$ cat config.mk
export PLATFORM = sky130hd
export DESIGN_NAME = mem_arbiter_nport
export DESIGN_NICKNAME = d
export VERILOG_FILES = /design/src/rtl/sys_defs.sv /design/src/rtl/mem_arbiter_nport_picker.sv /design/src/rtl/mem_arbiter_nport.sv
export SDC_FILE = /design/constraint.sdc
export NUM_CORES = 1
export LEC_CHECK = 0
export CORE_AREA = 3 3 237 239
export DETAILED_ROUTE_END_ITERATION = 16
export DIE_AREA = 0 0 240 242
export SETUP_SLACK_MARGIN = 0.02
export SLEW_MARGIN = 20
export SYNTH_ARGS = -nofsm -noshare
export SYNTH_HDL_FRONTEND = slang
export SYNTH_SLANG_ARGS = --single-unit
$ cat constraint.sdc
create_clock -name clock -period 3.65 [get_ports clock]
set_clock_uncertainty 0.05 [all_clocks]
set_input_delay 0.9125 -clock clock [delete_from_list [all_inputs] [get_ports clock]]
set_output_delay 0.9125 -clock clock [all_outputs]
set_load 0.02 [all_outputs]
$ cat src/rtl/sys_defs.sv
// Shared memory-bus definitions: command and size encodings, tag width and the
// owner-table entry used by the memory arbiter.
`ifndef XLEN
`define XLEN 64
`endif

package sys_defs;

    localparam int MEM_TAG_W   = 4;
    localparam int MEM_OWNER_W = 8;

    typedef enum logic [1:0] {
        BUS_NONE  = 2'd0,
        BUS_LOAD  = 2'd1,
        BUS_STORE = 2'd2
    } BUS_COMMAND;

    typedef enum logic [1:0] {
        BYTE   = 2'd0,
        HALF   = 2'd1,
        WORD   = 2'd2,
        DOUBLE = 2'd3
    } MEM_SIZE;

    // Owner field is wide enough for any practical requester count.
    typedef struct packed {
        logic                   valid;
        logic [MEM_OWNER_W-1:0] owner;
    } MEM_OWNER_ENTRY;

endpackage

$ cat src/rtl/mem_arbiter_nport_picker.sv
// Rotating first-set picker: scans the request vector starting at i_start,
// wrapping modulo N, and returns the first set position as a one-hot grant.
module rr_priority_picker #(
    parameter  int N  = 2,
    localparam int IW = (N > 1) ? $clog2(N) : 1
) (
    input  logic [N-1:0]  i_req,
    input  logic [IW-1:0] i_start,
    output logic [N-1:0]  o_grant_oh,
    output logic          o_valid
);

    // first requester at or after i_start, wrapping around
    always_comb begin
        int w_idx;
        w_idx      = 0;
        o_grant_oh = '0;
        o_valid    = 1'b0;
        for (int k = 0; k < N; k++) begin
            w_idx = int'(i_start) + k;
            w_idx = (w_idx >= N) ? (w_idx - N) : w_idx;
            if (i_req[IW'(w_idx)] && !o_valid) begin
                o_grant_oh[IW'(w_idx)] = 1'b1;
                o_valid                = 1'b1;
            end else begin
                o_valid = o_valid;
            end
        end
    end

endmodule

$ cat src/rtl/mem_arbiter_nport.sv
// N-requester arbiter in front of the single-ported memory bus: forwards one
// command per cycle and steers returning load tags back to their owner.
`ifndef XLEN
`define XLEN 64
`endif

module mem_arbiter_nport
    import sys_defs::*;
#(
    parameter  int NUM_REQ   = 2,
    parameter  int PRIO_MODE = 0,
    parameter  int MAX_WAIT  = 8,
    parameter  int TAG_W     = MEM_TAG_W,
    localparam int IDX_W     = (NUM_REQ > 1) ? $clog2(NUM_REQ) : 1
) (
    input  logic                               clock,
    input  logic                               reset,
    input  logic [NUM_REQ-1:0][`XLEN-1:0]      req_addr_in,
    input  logic [NUM_REQ-1:0][63:0]           req_data_in,
    input  logic [NUM_REQ-1:0][1:0]            req_command_in,
    input  logic [NUM_REQ-1:0][1:0]            req_size_in,
    output logic [NUM_REQ-1:0][TAG_W-1:0]      req_response_out,
    output logic [NUM_REQ-1:0][TAG_W-1:0]      req_tag_out,
    output logic [NUM_REQ-1:0][63:0]           req_data_out,
    input  logic [TAG_W-1:0]                   mem_tag_in,
    input  logic [63:0]                        mem_data_in,
    input  logic [TAG_W-1:0]                   mem_response_in,
    output logic [`XLEN-1:0]                   mem_addr_out,
    output logic [63:0]                        mem_data_out,
    output logic [1:0]                         mem_command_out,
    output logic [1:0]                         mem_size_out,
    output logic [IDX_W-1:0]                   grant_out,
    output logic                               orphan_err_out
);

    localparam int DEPTH = 2 ** TAG_W;

    logic [NUM_REQ-1:0] w_req;
    logic [NUM_REQ-1:0] w_starve;
    logic [NUM_REQ-1:0] w_pick_vec;
    logic [NUM_REQ-1:0] w_pick_oh;
    logic               w_pick_valid;
    logic [IDX_W-1:0]   w_pick_start;
    logic [IDX_W-1:0]   w_pick_idx;
    logic [IDX_W-1:0]   w_grant_idx;
    logic               w_lock_hit;
    logic               w_grant_valid;
    logic               w_accept;
    logic               w_alloc;
    MEM_OWNER_ENTRY     w_ret_entry;
    logic               w_ret_hit;
    logic               w_ret_orphan;

    logic               r_lock_valid;
    logic [IDX_W-1:0]   r_lock_idx;
    logic [IDX_W-1:0]   r_rr_ptr;
    logic [IDX_W-1:0]   r_grant_last;
    logic               r_orphan;
    logic [7:0]         r_wait [NUM_REQ];
    MEM_OWNER_ENTRY     r_owner [DEPTH];

    // request decode, starvation detect and picker setup for the selected mode
    always_comb begin
        w_req    = '0;
        w_starve = '0;
        for (int i = 0; i < NUM_REQ; i++) begin
            w_req[i]    = (req_command_in[i] != BUS_NONE);
            w_starve[i] = w_req[i] && (r_wait[i] == 8'(MAX_WAIT));
        end
        if (PRIO_MODE == 0) begin
            w_pick_vec   = (|w_starve) ? w_starve : w_req;
            w_pick_start = '0;
        end else begin
            w_pick_vec   = w_req;
            w_pick_start = r_rr_ptr;
        end
    end

    rr_priority_picker #(
        .N (NUM_REQ)
    ) u_picker (
        .i_req      (w_pick_vec),
        .i_start    (w_pick_start),
        .o_grant_oh (w_pick_oh),
        .o_valid    (w_pick_valid)
    );

    // a held (unaccepted) grant beats both arbitration modes
    always_comb begin
        w_pick_idx = '0;
        for (int i = 0; i < NUM_REQ; i++) begin
            w_pick_idx = w_pick_idx | (w_pick_oh[i] ? IDX_W'(i) : '0);
        end
        w_lock_hit    = r_lock_valid && w_req[r_lock_idx];
        w_grant_idx   = w_lock_hit ? r_lock_idx : w_pick_idx;
        w_grant_valid = w_lock_hit || w_pick_valid;
        w_accept      = w_grant_valid && (mem_response_in != '0);
        w_alloc       = w_accept && (req_command_in[w_grant_idx] == BUS_LOAD);
        grant_out     = w_grant_valid ? w_grant_idx : r_grant_last;
    end

    // same-cycle forwarding of the granted command and its accept tag
    always_comb begin
        mem_addr_out     = '0;
        mem_data_out     = 64'd0;
        mem_command_out  = BUS_NONE;
        mem_size_out     = DOUBLE;
        req_response_out = '0;
        if (w_grant_valid) begin
            mem_addr_out    = req_addr_in[w_grant_idx];
            mem_data_out    = (req_command_in[w_grant_idx] == BUS_STORE) ?
                              req_data_in[w_grant_idx] : 64'd0;
            mem_command_out = req_command_in[w_grant_idx];
            mem_size_out    = req_size_in[w_grant_idx];
            req_response_out[w_grant_idx] = mem_response_in;
        end else begin
            mem_command_out = BUS_NONE;
        end
    end

    // return steering uses the table contents before this cycle's update
    always_comb begin
        w_ret_entry  = r_owner[mem_tag_in];
        w_ret_hit    = (mem_tag_in != '0) && w_ret_entry.valid;
        w_ret_orphan = (mem_tag_in != '0) && !w_ret_entry.valid;
        req_tag_out  = '0;
        for (int i = 0; i < NUM_REQ; i++) begin
            req_data_out[i] = mem_data_in;
            if (w_ret_hit && (w_ret_entry.owner == MEM_OWNER_W'(i))) begin
                req_tag_out[i] = mem_tag_in;
            end else begin
                req_tag_out[i] = '0;
            end
        end
    end

    assign orphan_err_out = r_orphan;

    // lock, round-robin pointer, last grant and sticky orphan flag
    always_ff @(posedge clock) begin
        if (reset) begin
            r_lock_valid <= 1'b0;
            r_lock_idx   <= '0;
            r_rr_ptr     <= '0;
            r_grant_last <= '0;
            r_orphan     <= 1'b0;
        end else begin
            r_lock_valid <= w_grant_valid && !w_accept;
            r_lock_idx   <= w_grant_idx;
            if (w_accept) begin
                r_rr_ptr <= (w_grant_idx == IDX_W'(NUM_REQ - 1)) ?
                            '0 : (w_grant_idx + IDX_W'(1));
            end
            if (w_grant_valid) begin
                r_grant_last <= w_grant_idx;
            end
            if (w_ret_orphan) begin
                r_orphan <= 1'b1;
            end
        end
    end

    // per-port starvation counters, only meaningful in fixed-priority mode
    always_ff @(posedge clock) begin
        for (int i = 0; i < NUM_REQ; i++) begin
            if (reset || (PRIO_MODE != 0)) begin
                r_wait[i] <= 8'd0;
            end else if (!w_req[i] || (w_grant_valid && (w_grant_idx == IDX_W'(i)))) begin
                r_wait[i] <= 8'd0;
            end else if (r_wait[i] < 8'(MAX_WAIT)) begin
                r_wait[i] <= r_wait[i] + 8'd1;
            end else begin
                r_wait[i] <= r_wait[i];
            end
        end
    end

    // owner table: a new allocation wins over a same-tag return clear
    always_ff @(posedge clock) begin
        for (int t = 0; t < DEPTH; t++) begin
            if (reset) begin
                r_owner[t] <= '0;
            end else if (w_alloc && (mem_response_in == TAG_W'(t))) begin
                r_owner[t] <= '{valid: 1'b1, owner: MEM_OWNER_W'(w_grant_idx)};
            end else if (w_ret_hit && (mem_tag_in == TAG_W'(t))) begin
                r_owner[t].valid <= 1'b0;
            end else begin
                r_owner[t] <= r_owner[t];
            end
        end
    end

endmodule

==> impl_metrics.yaml <==
synthesis:
  synth_cell_types: 43
  yosysWarningCount: 0
  ys_seq_elements: 51
  syn_inst: 849
  avgSynthCellArea_sq_um: 6.79
  syn-cell-area_sq_um: 5760
  yosysSeqAreaShare: 0.259
  synth_edf_count: 47
  async_flop_share: 0
  yosys_most_used_dff: "edfxtp_1"
placement:
  place_inst: 1855
  placed_cell_area_sq_um: 10400
  gp_congestion: 0.883
  dpl.hpwl_um: 30800
  portBuffers: 423
drt:
  wl_um: 38100
  vias: 7326
  wl_per_cell_um: 20.2
  dr.pass1.iters: 5
  vias_per_cell: 3.88
  ant_nets: 0
  drc_errors: 0
  drt_iter0_drc: 566
grt:
  grt_pass1_vias: 7526
  antenna_found_initial: 14
  grt_use_total: 0.122
  grt_max_degree: 49
  gr-total-overflow: 0
  grt_pass1_wl_um: 51600
power_and_ir_drop:
  powerDensity_nw_per_um2: 193
  p_leak_nw: 4.23
  max-vdd-ir-drop_mv: 0.238
  fin_total_pwr_w: 0.00204
cts:
  cts_num_sinks: 51
  clock-root-buffer: "clkbuf_16"
  cts_buffer_depth: 2
  clkTransAtPathRegs_ns: 0.07
  clock_latency_ns: 0.28
  cts_made_buffers: 5
  cts_hold_buf: 0
  cts_max_level: 2
  cts_tree: "built"
run:
  max-cap-violations: 0
cells_and_area:
  final_area_sq_um: 10600
  layout-drive-gt1-share: 0.241
  layout_commonest_cell: "clkdlybuf4s50_1"
  multiInputGateArea_sq_um: 3180
  fillers: 6110
  final_cell_mix: "clkdlybuf4s50_1, nand2_1, buf_4"
  final-seq-area_sq_um: 1490
  fin_cells: 1887
  syn2layout_area_growth_pct: 83.5
  nNetsFinal: 1532
floorplanning:
  start_util: 0.107
  die_h_um: 242
  io_pins: 616
  num_rows: 85
  core-area_sq_um: 54000
  die_x_um: 240
  dieArea_sq_um: 58100
critical_path:
  cp_cell_sequence: "dlygate4sd2_1, nor2_1, or3_4, o21ai_4, buf_12, buf_16, o21ai_0, clkdlybuf4s15_1"
  worst-path-max-fanout: 28
  start_kind: "input pin"
  critical_path_required_ns: 2.69
  cpMaxStageDelayCell: "or3_4"
  crit_arrival_ns: 2.61
  slowest_delay_ns: 0.42
  crit_type: "in -> out"
  end_kind: "output port"
run_status:
  run_status: "finished clean"
timing:
  relSlewSlack: 0.448
  fin_crit_sh: 0.980
  setup_viol: 0
  max_freq_mhz: 280
  worst_pin_slew_ns: 0.828
  hold_violations: 0
  fin_crit_ns: 3.58
  rsz0062_at_grt: "true"
  finalMaxSlewViolations: 0
  finalSetupTns_ns: 0
min_path:
  min_path_type: "reg -> reg"
## registers in the layout, summed over array words and instances, names as in the netlist
name and flops:
r_wait 16, r_lock_idx 1, r_owner 31, r_grant_last 1
orphan_err_out 1, r_lock_valid 1
## synthesized netlist by cell type, types with 7 or more instances
| master | count | area [sq um] |
|---|---|---|
| a31oi_1 | 15 | 93.8 |
| nor2_1 | 49 | 184 |
| nand3_1 | 69 | 345 |
| clkbuf_1 | 57 | 214 |
| buf_2 | 9 | 45.0 |
| o21ai_0 | 83 | 415 |
| edfxtp_1 | 47 | 1410 |
| a21oi_1 | 69 | 345 |
| o21bai_1 | 15 | 113 |
| and2_1 | 7 | 43.8 |
| nor3_1 | 10 | 50.1 |
| inv_1 | 11 | 41.3 |
| buf_4 | 128 | 961 |
| nand2_1 | 205 | 769 |
## cells by family (layout without fill, tap and decap cells)
family,count (synthesis),count (layout),share of synthesized area
AO/OA/AOI/OAI,197,197,0.189
XOR/XNOR,2,2,0.00304
adder cells (fa/ha/maj),4,4,0.00869
buffers and inverters,205,538,0.219
flip-flops,51,51,0.259
multiplexers,12,12,0.0343
other,1,10,0.000651
AND/OR/NAND/NOR,377,377,0.286
## repair_timing
action                                  CTS  global route
pin swaps                                 8             5
hold endpoints to repair                  0             0
gates resized for setup                 460           146
buffers inserted                          6             9
endpoints found under the setup margin  149           129
gates cloned                              6             3
## area by class of cell
class	instances	area share
inverters	11	0.00391
multi-input cells	601	0.300
well taps	696	0.0824
diodes	1	0.000237
repair buffers	520	0.458
clock inverters	1	0.000474
clock buffers	6	0.0131
flip-flops and latches	51	0.141
## critical path: cells and delay by family
| kind | cells | cell delay [ns] |
|---|---|---|
| buf+inv | 4 | 0.91 |
| compound gates | 2 | 0.27 |
| simple gates | 2 | 0.49 |
## worst paths after layout
| path | startpoint | end | slack, ns | cells past startpoint |
|---|---|---|---|---|
| setup / recovery | req_command_in[3] | mem_addr_out[54] | 0.07 | 8 |
| hold / removal | orphan_err_out$_SDFFE_PP0P_ | orphan_err_out$_SDFFE_PP0P_ | 0.40 | 2 |
| setup reg to reg | r_wait[0][7]$_SDFFCE_PN0P_ | r_wait[0][3]$_SDFFCE_PN0P_ | 0.76 | 7 |
| hold reg to reg | orphan_err_out$_SDFFE_PP0P_ | orphan_err_out$_SDFFE_PP0P_ | 0.40 | 2 |
## routing by layer
metal	track usage	wire [um]
met1	0.126	13400
met2	0.213	18400
met3	0.0631	5040
met4	0.0341	1220
met5	0	26
## power breakdown
| part | internal (W) | total, W | leakage [nW] | switching [W] |
|---|---|---|---|---|
| combinational | 0.000483 | 0.000894 | 3.63 | 0.000412 |
| sequential | 0.000663 | 0.000675 | 0.531 | 0.0000125 |
| clock | 0.000268 | 0.000468 | 0.0727 | 0.000200 |
## through the flow
stage	hold WS [ns]	worst slack (ns)	util
after floorplan	0.394	-0.0178	-
after global placement	0.390	-0.810	0.193
after detailed placement	0.388	-0.768	0.193
after CTS	0.399	0.0102	0.198
after global routing	0.446	-0.00696	0.196
final	0.396	0.0730	0.196
Note: power is estimated with default switching activity, not from simulation.
